### src/rtl/lifo_stream_reader.sv
// lifo_stream_reader: pops a LIFO and re-emits the words as a valid/ready stream, newest first.
// Latency: rdreq in cycle t -> m_valid_o in cycle t+2; sustains 1 word/cycle.
// Backpressure: 2-entry skid buffer covers the read latency; `LIFO_RD_LAST_EN adds m_last_o.
module lifo_stream_reader #(
    parameter int DWIDTH = 16,
    parameter int AWIDTH = 8
) (
    input  logic              clk_i,
    input  logic              srst_n_i,
    input  logic              drain_en_i,
    output logic              lifo_rdreq_o,
    input  logic [DWIDTH-1:0] lifo_q_i,
    input  logic              lifo_empty_i,
    input  logic [AWIDTH:0]   lifo_usedw_i,
    output logic [DWIDTH-1:0] m_data_o,
    output logic              m_valid_o,
    input  logic              m_ready_i,
    output logic              busy_o
`ifdef LIFO_RD_LAST_EN
    ,
    output logic              m_last_o
`endif
);

    logic              inflight;
    logic [1:0]        buf_cnt;
    logic [1:0]        buf_cnt_nxt;
    logic [DWIDTH-1:0] head_dat;
    logic [DWIDTH-1:0] tail_dat;
    logic              pop;
    logic [2:0]        occ_after;
    logic              wr_tail;
    logic              busy_q;

    assign m_valid_o   = (buf_cnt != 2'd0);
    assign m_data_o    = head_dat;
    assign busy_o      = busy_q;
    assign pop         = m_valid_o & m_ready_i;
    // Occupancy left after this cycle's transfer; the ready path here is what allows back-to-back pops.
    assign occ_after   = {1'b0, buf_cnt} + {2'b00, inflight} - {2'b00, pop};
    assign lifo_rdreq_o = srst_n_i & drain_en_i & ~lifo_empty_i & (occ_after < 3'd2);
    assign buf_cnt_nxt = buf_cnt + {1'b0, inflight} - {1'b0, pop};
    // A returning word lands behind whatever survives this cycle's pop.
    assign wr_tail     = (buf_cnt != {1'b0, pop});

    always_ff @(posedge clk_i) begin
        if (!srst_n_i) begin
            inflight <= 1'b0;
            buf_cnt  <= 2'd0;
            busy_q   <= 1'b0;
            head_dat <= '0;
            tail_dat <= '0;
        end else begin
            inflight <= lifo_rdreq_o;
            buf_cnt  <= buf_cnt_nxt;
            busy_q   <= lifo_rdreq_o | (buf_cnt_nxt != 2'd0);
            if (pop) begin
                head_dat <= tail_dat;
            end
            if (inflight) begin
                if (wr_tail) begin
                    tail_dat <= lifo_q_i;
                end else begin
                    head_dat <= lifo_q_i;
                end
            end
        end
    end

`ifdef LIFO_RD_LAST_EN
    logic inflight_last;
    logic head_last;
    logic tail_last;

    assign m_last_o = head_last;

    // Tag follows its word through the same head/tail moves as the data.
    always_ff @(posedge clk_i) begin
        if (!srst_n_i) begin
            inflight_last <= 1'b0;
            head_last     <= 1'b0;
            tail_last     <= 1'b0;
        end else begin
            inflight_last <= (lifo_usedw_i == (AWIDTH+1)'(1));
            if (pop) begin
                head_last <= tail_last;
            end
            if (inflight) begin
                if (wr_tail) begin
                    tail_last <= inflight_last;
                end else begin
                    head_last <= inflight_last;
                end
            end
        end
    end
`else
    logic unused_usedw;
    assign unused_usedw = ^lifo_usedw_i;
`endif

endmodule
### config.mk
export PLATFORM = sky130hd
export DESIGN_NAME = lifo_stream_reader
export DESIGN_NICKNAME = d
export VERILOG_FILES = /design/src/rtl/lifo_stream_reader.sv
export SDC_FILE = /design/constraint.sdc
export NUM_CORES = 1
export LEC_CHECK = 0
export BUFFER_PORTS_ARGS = -buffer_cell sky130_fd_sc_hd__clkbuf_2
export CORE_UTILIZATION = 30
export CTS_BUF_LIST = sky130_fd_sc_hd__clkbuf_4
export CTS_CLUSTER_SIZE = 30
export DETAILED_ROUTE_END_ITERATION = 10
export GPL_ROUTABILITY_DRIVEN = 0
export SLEW_MARGIN = 20
export SYNTH_ARGS = -nofsm -noshare
export SYNTH_HDL_FRONTEND = slang
export SYNTH_SLANG_ARGS = --single-unit
### constraint.sdc
create_clock -name clk_i -period 2.5 [get_ports clk_i]
set_input_delay 0.25 -clock clk_i [delete_from_list [all_inputs] [get_ports clk_i]]
set_output_delay 0.25 -clock clk_i [all_outputs]
set_load 0.005 [all_outputs]
After elaboration in Yosys (flattened, before gate mapping):

Index checks and enable logic that the tools add are counted.
Widths: inputs -> output; s select.

* add/subtract/negate cells: 4
* multipliers: 0
* divide/modulo/power cells: 0
* order comparisons: 1
* equality and inequality tests: 1
* shifts and indexed selects: 0
* multiplexer cells: 3
* bitwise operators: 6
* reductions and logical operators: 3

Operators by type and width (number)
* $mux 16: 3
* $and 1x1->1: 4
* $reduce_bool 2->1: 2
* $add 2x1->3: 1
* $lt 3x2->1 const B: 1
* $sub 3x1->3: 1
* $add 2x1->2: 1
* $ne 2x1->1: 1
* $reduce_and 2->1: 1
* $sub 2x1->2: 1
* $not 1->1: 1
* $or 1x1->1: 1

* flip-flop bits (word level): 36
* latch bits: 0
* memory bits (writable): 0
* ROM bits: 0
* output and inout port bits: 19
* memories kept: 0

Depth between registers and ports, before layout:

* depth after elaboration: 6
* depth in mapped cells: 10
* mapped depth without buffers: 9

Worst setup path before layout:

OpenSTA, ideal clock, no wires.

* path type: register to output
* start: reg buf_cnt[1]
* end: out lifo_rdreq_o
* arrival time: 2.178 ns
* slack: 0.072 ns
* cell stages (with the launch flop): 9
* cell sequence: dfxtp_1 > o21ai_4 > inv_2 > buf_6 > ha_1 > inv_1 > ha_1 > fa_1 > nor4_2

* word-level cells in the longest chain between the ends: 5

Ends and longest elaborated chain
* from (decl): line 26 `logic [1:0] buf_cnt;`
* from (signal assigned): line 55 `buf_cnt <= buf_cnt_nxt;`
* parallel branches: the longest is 2 deep, another holds $add 2x1->3
* $sub 3x1->3 *: line 40 `assign occ_after = {1'b0, buf_cnt} + {2'b00, inflight} - {2'b00, pop};`
* $lt 3x2->1 *: line 41 `assign lifo_rdreq_o = srst_n_i & drain_en_i & ~lifo_empty_i & (occ_after < 3'd2);`
* $and 1x1->1 *: line 41
* to (decl): line 11 `output logic lifo_rdreq_o,`

Mark *: on every way between the ends.

Final worst setup path:

Same ends and word-level chain as after synthesis.

==> reports/metrics.yaml <==
crit_required_ns: 2.25
place_inst: 280
fin_skew_ns: 0.00772
grt.total_usage_pct: 14.9
finalHoldViolations: 0
clk_pin_slew_ns: 0.10
htreeDepth: 2
area_delta_synth_final_pct: 22.9
r2r_end: "busy_o$_SDFF_PN0_"
wirelength_um: 3650
synth.yosys.seq_area_share_pct: 46.5
hold_path.startpoint: "lifo_empty_i"
overflow: 0
antenna_found_initial: 0
drc_errors: 0
final_nets: 257
start_util_pct: 31.9
intPower_w: 0.00110
max_freq_mhz: 404
antenna_cells: 0
synth_top_family_by_area: "compound AO/OA/AOI/OAI gates"
dr.pass1.iters: 4
crit_family: "adder cells"
layout.cells.non_filler: 292
fin_util_pct: 39.3
reg2reg_depth: 10
hold_end: "inflight$_SDFF_PN0_"
rsz0062_at_grt: "yes"
port-buffer-count: 39
drtIter0Drc: 84
pin_count: 49
worstPathCellList: "o21ai_4 > inv_2 > ha_4 > inv_2 > ha_4 > fa_2 > nor4_4 > buf_2"
cts_sinks: 36
syn-cell-area_sq_mm: 0.00155
tns_ns: 0
syn_area_per_cell_sq_um: 8.46
whs_path_depth: 2
slowest_stage: "fa_2"
cts_tree: "yes"
clk_latency_ns: 0.34
dieArea_sq_mm: 0.00545
die_height_um: 73.9
synth-simple-area-share_pct: 17.1
cts_root_buf: "clkbuf_4"
power.share.clock_pct: 16.2
syn_inst: 183
worst-setup-path-type: "flip-flop to output pin"
synth_adder_area_share_pct: 2.91
cts-hold-fix-buffers: 0
status: "complete, no violations"
swShare_pct: 40.2
crit_arrival_ns: 2.23
slowest_delay_ns: 0.45
fp.coreArea_sq_mm: 0.00485
switchingPower_w: 0.000741
viasPerCell: 4.77
clockBufferDepth: 2
finalSetupViolations: 0
grt_max_degree: 36
power_frac_comb_pct: 43.3
endpoint_kind: "output pin"
die_w_um: 73.9
power.density_mw_per_mm2: 967
synth_xor_area_share_pct: 0.565
fill_cells: 519
p_seq_share_pct: 40.5
path_max_fanout: 2
worstHoldPathType: "primary input to flip-flop"
rows: 25
hpwl_um: 2250
vias: 1393
synth.distinct_cells: 25
leakage_nw: 0.721
whs_ns: 0.129
cts_buffers: 5
synth.area.mux_share_pct: 0
synth_compound_area_share_pct: 26.2
slew_viol_final: 0
reg2reg_slack_ns: 0.35
fin_crit_ns: 2.48
first_global_vias: 1342
place_area_sq_mm: 0.00178
ys_seq_elements: 36
fin_area_sq_mm: 0.00190
ant_nets: 0
wl_per_cell_um: 12.5
ys.warnings.count: 0
tightest_slew_ns: 0.649
reg2reg_from: "buf_cnt[1]$_SDFF_PN0_"
peakVddDrop_v: 0.000665
grt_first_pass_wirelength_um: 6170
slew-limit-headroom_pct: 56.7
drive_gt1_share_pct: 29.3
critPathBufInv: 3
max_cap_viol_count: 0
finalCritPeriodShare_pct: 99.1
critPathLaunchType: "flip-flop"
synth.net_count: 216
-- cell usage after synthesis, drive strengths merged --
cell	number	area (sq um)
o31a	1	8.76
dfxtp	36	721
clkbuf	5	18.8
nand3	16	80.1
nand2b	1	6.26
nor4	2	18.8
ha	2	25.0
and2	2	12.5
buf	9	62.6
nand2	34	128
o21ai	33	176
a31oi	16	100
fa	1	20.0
a21boi	16	120
nor2b	1	8.76
inv	6	22.5
xnor2	1	8.76
nand3b	1	11.3
-- kinds of logic (layout without fill, tap and decap cells) --
logic type	after synthesis	after routing
AOI/OAI and AO/OA	66	66
xor gates and xnor gates	1	1
adders and majority gates	3	3
buffers and inverters	20	62
DFF	36	36
and+or+nand+nor	57	57
-- how the worst max path moves through the flow --
stage | from | end | cells after the start
2_1_floorplan | buf_cnt[1]$_SDFF_PN0_ | lifo_rdreq_o | 8
3_3_place_gp | buf_cnt[1]$_SDFF_PN0_ | lifo_rdreq_o | 8
3_5_place_dp | buf_cnt[1]$_SDFF_PN0_ | lifo_rdreq_o | 8
4_1_cts | buf_cnt[0]$_SDFF_PN0_ | lifo_rdreq_o | 8
5_1_grt | buf_cnt[1]$_SDFF_PN0_ | lifo_rdreq_o | 8
6_report | buf_cnt[1]$_SDFF_PN0_ | lifo_rdreq_o | 8
-- per-layer routing --
| metal | global-route usage, % | part of all wire [%] |
|---|---|---|
| met1 | 18.1 | 51 |
| met2 | 24.7 | 45 |
| met3 | 4.53 | 3.5 |
| met4 | 5.13 | 0.55 |
| met5 | 0 | 0 |
-- power by group through the flow --
stage	clock network [W]	logic, W	registers, W
after floorplan	0	0.000506	0.000763
after global placement	0	0.000696	0.000753
after detailed placement	0	0.000698	0.000755
after CTS	0.000314	0.000782	0.000746
after global routing	0.000344	0.000892	0.000763
final	0.000298	0.000798	0.000746
-- sequential cells by signal (all words and copies together) (netlist names) --
signal / flops
tail_dat: 16
buf_cnt: 2
busy_o: 1
m_data_o: 16
inflight: 1
-- cell usage in the layout (no fill, tap or decap) --
cell,n
clkbuf_2,38
nand2_1,34
dfxtp_1,34
o21ai_0,31
nand3_1,16
a31oi_1,16
a21boi_1,10
buf_4,9
a21boi_0,6
clkbuf_4,5
inv_1,4
inv_2,2
and2_1,2
ha_4,2
dfxtp_2,2
clkinv_2,2
o21ai_4,1
xnor2_1,1
nor4_4,1
nand2b_1,1
nor2b_2,1
nand3b_2,1
o21ai_1,1
nor4_1,1
o31a_1,1
fa_2,1
clkinv_1,1
buf_2,1
-- area by class of cell --
type | count | area [sq um] | area share [%]
multi-input combinational | 127 | 761 | 39.9
timing repair buffer | 48 | 263 | 13.8
sequential | 36 | 723 | 38.0
clock buffer | 5 | 37.5 | 1.97
inverter | 6 | 22.5 | 1.18
clock inverter | 3 | 13.8 | 0.723
tap | 67 | 83.8 | 4.40
-- worst register-to-register path: stages (launching register included) --
cell,delay (ns)
dfxtp_2,0.35
o21ai_4,0.15
inv_2,0.07
ha_4,0.27
inv_2,0.04
ha_4,0.14
fa_2,0.33
xnor2_1,0.29
nor4_4,0.06
buf_4,0.13
o31a_1,0.22
-- timing repair --
action / 4_1_cts / 5_1_grt
gates resized for setup: 8 / 1
buffers inserted: 3 / 1
setup endpoints to repair: 1 / 1
pin swaps: 4 / 4
-- stage by stage --
step,total power (W),setup WS (ns)
2_1_floorplan,0.00127,0.0724
3_3_place_gp,0.00145,0.206
3_5_place_dp,0.00145,0.183
4_1_cts,0.00184,-0.0396
5_1_grt,0.00200,-0.0961
6_report,0.00184,0.0228
Power figures use the tool's default switching activity.
